### config.mk
export PLATFORM = sky130hd
export DESIGN_NAME = pwm_capture_flat
export DESIGN_NICKNAME = d
export VERILOG_FILES = /design/src/rtl/irrigation_pkg.sv /design/src/rtl/pwm_capture_if.sv /design/src/rtl/pwm_div4.sv /design/src/rtl/pwm_capture.sv /design/src/flat_wrapper.sv
export SDC_FILE = /design/constraint.sdc
export NUM_CORES = 1
export LEC_CHECK = 0
export CORE_ASPECT_RATIO = 2
export CORE_MARGIN = 1.5
export CORE_UTILIZATION = 60
export CTS_BUF_LIST = sky130_fd_sc_hd__clkbuf_4
export DETAILED_ROUTE_END_ITERATION = 7
export GPL_TIMING_DRIVEN = 0
export PLACE_DENSITY = 0.91
export SLEW_MARGIN = 20
export SYNTH_ARGS = -nofsm -noshare
export SYNTH_HDL_FRONTEND = slang
export SYNTH_SLANG_ARGS = --single-unit
### constraint.sdc
create_clock -name CLOCK_50 -period 8.4 [get_ports CLOCK_50]
set_clock_uncertainty 0.1 [all_clocks]
set_input_delay 1.26 -clock CLOCK_50 [delete_from_list [all_inputs] [get_ports CLOCK_50]]
set_output_delay 1.26 -clock CLOCK_50 [all_outputs]
set_load 0.01 [all_outputs]
### src/rtl/irrigation_pkg.sv
// Shared types and constants for the irrigation light controller blocks.
package irrigation_pkg;

  localparam int CNT_W_DEFAULT = 28;
  localparam int CLK_HZ        = 50_000_000;

  typedef enum logic [1:0] {
    IDLE = 2'd0,
    RUN  = 2'd1,
    DIV  = 2'd2
  } cap_state_e;

endpackage : irrigation_pkg

### src/rtl/pwm_capture_if.sv
// Measurement bus of pwm_capture: raw GPIO input in, decoded duty and raw timing out.
interface pwm_capture_if
  import irrigation_pkg::*;
#(
  parameter int CNT_W = CNT_W_DEFAULT
);

  logic             pwm_in;
  logic [3:0]       level;
  logic [CNT_W-1:0] period;
  logic [CNT_W-1:0] high_time;
  logic             valid;
  logic             overrun;
  logic             stuck;

  // master: whoever drives the pin and consumes the measurement.
  modport master (
    output pwm_in,
    input  level, period, high_time, valid, overrun, stuck
  );

  modport slave (
    input  pwm_in,
    output level, period, high_time, valid, overrun, stuck
  );

endinterface : pwm_capture_if

### src/rtl/pwm_div4.sv
// Iterative 4-step restoring divider: quot = floor(16*h/p) for h <= p, one bit per cycle.
module pwm_div4 #(
  parameter int CNT_W = 28
) (
  input  logic             clk,
  input  logic             rst,
  input  logic             start,
  input  logic [CNT_W-1:0] h,
  input  logic [CNT_W-1:0] p,
  output logic             done,
  output logic [3:0]       quot,
  output logic [CNT_W-1:0] h_held,
  output logic [CNT_W-1:0] p_held
);

  logic             busy_q, busy_d;
  logic [1:0]       step_q, step_d;
  logic [CNT_W:0]   rem_q, rem_d;
  logic [3:0]       quot_q, quot_d;
  logic [CNT_W-1:0] h_q, h_d;
  logic [CNT_W-1:0] p_q, p_d;

  logic [CNT_W:0]   rem_sh;
  logic [CNT_W:0]   rem_step;
  logic             bit_ge;
  logic [3:0]       quot_next;

  // With h <= p the remainder stays below p after every step, so the shifted
  // value always fits in CNT_W+1 bits and nothing is lost off the top.
  always_comb begin
    rem_sh    = rem_q << 1;
    bit_ge    = (rem_sh >= {1'b0, p_q});
    rem_step  = bit_ge ? (rem_sh - {1'b0, p_q}) : rem_sh;
    quot_next = {quot_q[2:0], bit_ge};
  end

  // NOTE: every variable of a combinational block gets a default first, so no
  // path through the if/else leaves it unassigned and no latch is inferred.
  always_comb begin
    busy_d = busy_q;
    step_d = step_q;
    rem_d  = rem_q;
    quot_d = quot_q;
    h_d    = h_q;
    p_d    = p_q;
    done   = 1'b0;

    if (start) begin
      busy_d = 1'b1;
      step_d = 2'd0;
      rem_d  = {1'b0, h};
      quot_d = 4'd0;
      h_d    = h;
      p_d    = p;
    end else if (busy_q) begin
      rem_d  = rem_step;
      quot_d = quot_next;
      step_d = step_q + 2'd1;
      if (step_q == 2'd3) begin
        busy_d = 1'b0;
        done   = 1'b1;
      end
    end
  end

  // NOTE: state registers use non-blocking assignments so every flop samples
  // the pre-edge values, independent of statement order.
  // NOTE: the datapath registers are reset too; after reset nothing stale may
  // leak into an output, even if start is never seen.
  always_ff @(posedge clk or posedge rst) begin
    if (rst) begin
      busy_q <= 1'b0;
      step_q <= 2'd0;
      rem_q  <= '0;
      quot_q <= 4'd0;
      h_q    <= '0;
      p_q    <= '0;
    end else begin
      busy_q <= busy_d;
      step_q <= step_d;
      rem_q  <= rem_d;
      quot_q <= quot_d;
      h_q    <= h_d;
      p_q    <= p_d;
    end
  end

  assign quot   = quot_next;
  assign h_held = h_q;
  assign p_held = p_q;

endmodule : pwm_div4

### src/rtl/pwm_capture.sv
// PWM receiver: measures period/high time of pwm_in and decodes the 4-bit duty level.
// Optional stuck-line timeout is built when PWM_CAPTURE_TIMEOUT_EN is defined.
module pwm_capture
  import irrigation_pkg::*;
#(
  parameter int               CNT_W   = CNT_W_DEFAULT,
  parameter logic [CNT_W-1:0] TIMEOUT = CNT_W'(249_999_999)
) (
  input  logic         CLOCK_50,
  input  logic         reset,
  pwm_capture_if.slave bus
);

  localparam logic [CNT_W-1:0] CNT_ONE = CNT_W'(1);

  cap_state_e       state_q, state_d;
  logic [1:0]       sync_q, sync_d;
  logic             s_dly_q, s_dly_d;
  logic [CNT_W-1:0] period_cnt_q, period_cnt_d;
  logic [CNT_W-1:0] high_cnt_q, high_cnt_d;
  logic [3:0]       level_q, level_d;
  logic [CNT_W-1:0] period_q, period_d;
  logic [CNT_W-1:0] high_q, high_d;
  logic             valid_q, valid_d;
  logic             overrun_q, overrun_d;

  logic             s;
  logic             rise_det;
  logic             div_start;
  logic             div_done;
  logic [3:0]       div_quot;
  logic [CNT_W-1:0] div_h;
  logic [CNT_W-1:0] div_p;

  always_comb begin
    sync_d   = {sync_q[0], bus.pwm_in};
    s        = sync_q[1];
    s_dly_d  = s;
    rise_det = s & ~s_dly_q;
  end

  // Both counters restart at 1 on a rising edge: the edge cycle itself is high.
  always_comb begin
    if (rise_det) begin
      period_cnt_d = CNT_ONE;
      high_cnt_d   = CNT_ONE;
    end else begin
      period_cnt_d = (period_cnt_q != '1) ? period_cnt_q + CNT_ONE : period_cnt_q;
      high_cnt_d   = (s && high_cnt_q != '1) ? high_cnt_q + CNT_ONE : high_cnt_q;
    end
  end

`ifdef PWM_CAPTURE_TIMEOUT_EN
  logic stuck_q, stuck_d;
`endif

  always_comb begin
    state_d   = state_q;
    level_d   = level_q;
    period_d  = period_q;
    high_d    = high_q;
    valid_d   = 1'b0;
    overrun_d = overrun_q;
    div_start = 1'b0;

    case (state_q)
      IDLE: begin
        if (rise_det) state_d = RUN;
      end
      RUN: begin
        if (rise_det) begin
          div_start = 1'b1;
          state_d   = DIV;
        end
      end
      DIV: begin
        // An edge here still restarts the counters but its period is lost.
        if (rise_det) overrun_d = 1'b1;
        if (div_done) begin
          level_d  = div_quot;
          period_d = div_p;
          high_d   = div_h;
          valid_d  = 1'b1;
          state_d  = RUN;
        end
      end
      default: state_d = IDLE;
    endcase

`ifdef PWM_CAPTURE_TIMEOUT_EN
    stuck_d = stuck_q;
    if (rise_det) begin
      stuck_d = 1'b0;
    end else if (state_q != DIV && !stuck_q && period_cnt_q == TIMEOUT) begin
      stuck_d  = 1'b1;
      level_d  = s ? 4'hF : 4'h0;
      period_d = '0;
      high_d   = '0;
      valid_d  = 1'b1;
      state_d  = IDLE;
    end
`endif
  end

  pwm_div4 #(
    .CNT_W (CNT_W)
  ) u_div (
    .clk    (CLOCK_50),
    .rst    (reset),
    .start  (div_start),
    .h      (high_cnt_q),
    .p      (period_cnt_q),
    .done   (div_done),
    .quot   (div_quot),
    .h_held (div_h),
    .p_held (div_p)
  );

  always_ff @(posedge CLOCK_50 or posedge reset) begin
    if (reset) begin
      state_q      <= IDLE;
      sync_q       <= 2'b00;
      s_dly_q      <= 1'b0;
      period_cnt_q <= '0;
      high_cnt_q   <= '0;
      level_q      <= 4'd0;
      period_q     <= '0;
      high_q       <= '0;
      valid_q      <= 1'b0;
      overrun_q    <= 1'b0;
    end else begin
      state_q      <= state_d;
      sync_q       <= sync_d;
      s_dly_q      <= s_dly_d;
      period_cnt_q <= period_cnt_d;
      high_cnt_q   <= high_cnt_d;
      level_q      <= level_d;
      period_q     <= period_d;
      high_q       <= high_d;
      valid_q      <= valid_d;
      overrun_q    <= overrun_d;
    end
  end

`ifdef PWM_CAPTURE_TIMEOUT_EN
  always_ff @(posedge CLOCK_50 or posedge reset) begin
    if (reset) stuck_q <= 1'b0;
    else       stuck_q <= stuck_d;
  end

  assign bus.stuck = stuck_q;
`else
  // TIMEOUT below 8 is unsupported; this empty block flags it in the hierarchy.
  if (TIMEOUT < CNT_W'(8)) begin : g_timeout_below_min
  end

  assign bus.stuck = 1'b0;
`endif

  assign bus.level     = level_q;
  assign bus.period    = period_q;
  assign bus.high_time = high_q;
  assign bus.valid     = valid_q;
  assign bus.overrun   = overrun_q;

endmodule : pwm_capture

### src/flat_wrapper.sv
// flat-port wrapper written by rule: the top's interface ports become plain ports
module pwm_capture_flat import irrigation_pkg::*;
#(
  parameter int               CNT_W   = CNT_W_DEFAULT,
  parameter logic [CNT_W-1:0] TIMEOUT = CNT_W'(249_999_999)
)
  (CLOCK_50, reset, bus_pwm_in, bus_level, bus_period, bus_high_time, bus_valid, bus_overrun, bus_stuck);
  pwm_capture_if #(.CNT_W(CNT_W)) bus_i ();
  input  logic CLOCK_50;
  input  logic reset;
  input wire logic [$bits(bus_i.pwm_in)-1:0] bus_pwm_in;
  output wire logic [$bits(bus_i.level)-1:0] bus_level;
  output wire logic [$bits(bus_i.period)-1:0] bus_period;
  output wire logic [$bits(bus_i.high_time)-1:0] bus_high_time;
  output wire logic [$bits(bus_i.valid)-1:0] bus_valid;
  output wire logic [$bits(bus_i.overrun)-1:0] bus_overrun;
  output wire logic [$bits(bus_i.stuck)-1:0] bus_stuck;
  assign bus_i.pwm_in = bus_pwm_in;
  assign bus_level = bus_i.level;
  assign bus_period = bus_i.period;
  assign bus_high_time = bus_i.high_time;
  assign bus_valid = bus_i.valid;
  assign bus_overrun = bus_i.overrun;
  assign bus_stuck = bus_i.stuck;
  pwm_capture #(.CNT_W(CNT_W), .TIMEOUT(TIMEOUT)) u_core (.CLOCK_50(CLOCK_50), .reset(reset), .bus(bus_i));
endmodule
==> metrics.yaml <==
die:
  row_count: 68
  core_um2: 17270
  start_util_pct: 61.13
  die_area_um2: 18450
  ios: 66
  chipHeight_um: 190.6
  die_w_um: 96.80
hold_path:
  hold_path.class: "reg2reg"
route:
  wire_per_inst_um: 18.37
  drt_first_pass_iters: 5
  drt_iter0_markers: 744
  ant_nets: 0
  route.detailed.drc: 0
  via_per_inst: 6.113
  num_vias: 9268
  finalWirelength_mm: 27.85
logic_synthesis:
  syn_area_per_cell_um2: 9.070
  synth_flop_cell: "dfrtp_1"
  synth.distinct_cells: 58
  ys_seq_area_share_pct: 50.49
  synth_warnings: 0
  syn_area_um2: 10560
  synth-async-reset-ratio_pct: 100.0
  synth_seq_cells: 213
  synth_nets: 1199
  syn_inst: 1164
  synth-edff-count: 0
global_routing:
  grt_pass1_wl_mm: 45.36
  track_usage_pct: 30.88
  grt.overflow.total: 0
  antenna_found_initial: 1
  grt_max_degree: 112
  first_global_vias: 9356
cts:
  clk_path_buf_depth: 3
  hold_buffers: 0
  clk_latency_ps: 670
  cts_buffers: 45
  clock_sinks: 213
  post_cts_buffers: 0
  htreeDepth: 2
  root_buffer: "clkbuf_4"
  cts_resized: 0
  cts_tree: "built"
  cts.reportedPaths.clkPinSlew_ps: 80
sta:
  setup_ws_ps: 4655
  fin_setup_tns_ps: 0
  slew_headroom_pct: 41.50
  rsz0062_at_grt: "false"
  tightest_slew_ps: 869.5
  max_freq_ghz: 0.2671
  period_minus_slack_ps: 3745
  report.final.slew_viol_count: 0
  hold_violations: 0
  setup_viol: 0
  period_share_pct: 44.58
critical_path:
  critPathLaunchType: "flop"
  cp.required_ps: 8800
  cp-end-kind: "flop"
  slowest_stage: "o21ai_0"
  crit_buf_inv: 4
  crit_arrival_ps: 4150
  cp_max_fo: 10
  critPathMaxStageDelay_ps: 590
  path_cells: "ha_1 > buf_2 > and2_1 > clkbuf_1 > and3_1 > o21ai_0 > o21ai_0 > a31o_2 > buf_4 > a21o_1 > buf_4 > mux2i_1 > o221ai_1"
  crit_type: "reg2reg"
  critPathTopFamily: "compound AO/OA/AOI/OAI gates"
final_layout:
  layout-drive-gt1-share_pct: 6.743
  final_nets: 1311
  n_fill_cell: 1312
  synthToLayoutAreaGrowth_pct: 14.38
  finalNonFillerCells: 1516
power:
  leakagePower_nw: 5.582
  p_total_w: 0.003620
  power.density_nw_per_um2: 299.8
  ir_drop_v: 0.0002175
placed_design:
  dpl_worst_slack_ps: 4814
  dp_hpwl_mm: 19.90
  dp_cells: 1439
  portBuffers: 64
  gp_congestion: 0.9541
status:
  status: "completed"
flow_run:
  cap_violations: 0
layout by cell type (no fill, tap or decap), types with 30 or more instances in the layout:
master / n
clkdlybuf4s50_1: 64
ha_1: 31
o21ai_0: 108
nor2_1: 74
inv_1: 51
dfrtp_1: 213
xnor2_1: 34
a21oi_1: 36
xor2_1: 30
clkbuf_4: 56
nand2_1: 295
clkbuf_1: 39
Yosys cell counts, types with 2 or more instances:
master	number	area (um^2)
a211oi_1	13	97.59
a21o_1	9	67.56
a21oi_1	36	180.2
a31o_2	2	17.52
a31oi_1	9	56.30
and2_1	2	12.51
and3_1	10	62.56
and4_1	11	96.34
and4_4	2	22.52
and4b_1	2	20.02
buf_1	7	26.28
buf_2	2	10.01
buf_4	4	30.03
clkbuf_1	39	146.4
dfrtp_1	213	5330
ha_1	31	387.9
inv_1	52	195.2
mux2i_1	24	240.2
nand2_1	295	1107
nand2b_1	5	31.28
nand3_1	23	115.1
nand4_1	18	112.6
nor2_1	74	277.8
nor2b_1	7	43.79
nor3_1	15	75.07
nor3b_1	2	15.01
nor4_1	7	43.79
o211ai_1	8	60.06
o21a_1	5	37.54
o21ai_0	108	540.5
o21bai_1	3	22.52
o221ai_1	16	140.1
o31ai_1	3	22.52
o41ai_1	2	17.52
or2_2	2	12.51
or3_1	16	100.1
or4_1	4	30.03
xnor2_1	34	297.8
xor2_1	30	262.8
registers in the layout, summed over array words and instances (netlist names):
name,count
u_core.bus.high_time,28
u_core.bus.level,4
u_core.bus.overrun,1
u_core.bus.period,28
u_core.bus.valid,1
u_core.high_cnt_q,28
u_core.period_cnt_q,28
u_core.s_dly_q,1
u_core.state_q,2
u_core.sync_q,2
u_core.u_div.busy_q,1
u_core.u_div.h_held,28
u_core.u_div.p_held,28
u_core.u_div.quot_q,3
u_core.u_div.rem_q,28
u_core.u_div.step_q,2
power by group:
part / switching [W] / internal, W / total (W)
Combinational: 0.000906 / 0.000629 / 0.00153
Sequential: 0.000139 / 0.00116 / 0.00130
Clock: 0.000404 / 0.000380 / 0.000784
worst paths after layout:
kind / startpoint / endpoint / slack, ps / depth (start not counted)
setup / recovery: u_core.u_div.rem_q[15] / u_core.u_div.rem_q[7] / 4660 / 13
min in group asynchronous: reset / u_core.bus.period[15] / 1030 / 2
setup reg to reg: u_core.u_div.rem_q[15] / u_core.u_div.rem_q[7] / 4660 / 13
max in group asynchronous: reset / u_core.u_div.h_held[3] / 6140 / 3
hold reg to reg: u_core.sync_q[0] / u_core.sync_q[1] / 270 / 0
hold / removal: u_core.sync_q[0] / u_core.sync_q[1] / 270 / 0
routing by layer:
metal  up-vias  wire length (um)  GRT usage (%)  part of all wire, %
li1       4224                 -              -                    -
met1      4488              9926          34.13                   36
met2       395             14140          52.66                   51
met3       161              1260          3.336                  4.5
met4         0              2525          26.53                  9.1
met5         -                 0              0                    0
cell type report:
cell class	count	area, um^2	share of cell area, %
Multi-Input combinational cell	847	4831	40.01
Tap cell	210	262.8	2.176
Timing Repair Buffer	65	668.1	5.533
Clock inverter	20	145.1	1.202
Buffer	52	212.7	1.761
Inverter	52	202.7	1.679
Sequential cell	213	5330	44.14
Clock buffer	56	420.4	3.482
Antenna cell	1	2.502	0.02072
cells by family (layout without fill, tap and decap cells):
group,count (synthesis),after routing,share of synthesized area (%)
AND/OR/NAND/NOR,498,498,21.01
flip-flops,213,213,50.49
buffers and inverters,104,245,3.864
XOR/XNOR,64,64,5.309
other,1,2,0.03552
adder cells (fa/ha/maj),32,32,3.863
multiplexers,25,25,2.382
AO/OA/AOI/OAI,227,227,13.05
per-stage QoR:
step | util (%) | area [um^2] | hold slack, ps
final | 69.91 | 12080 | 270.0
after global routing | 69.91 | 12080 | 277.4
after CTS | 69.86 | 12070 | 263.4
after detailed placement | 66.59 | 11500 | 257.5
after global placement | 66.36 | 11460 | 257.0
after floorplan | - | 10560 | 231.2
No activity file was read; power rests on OpenSTA's default activity.
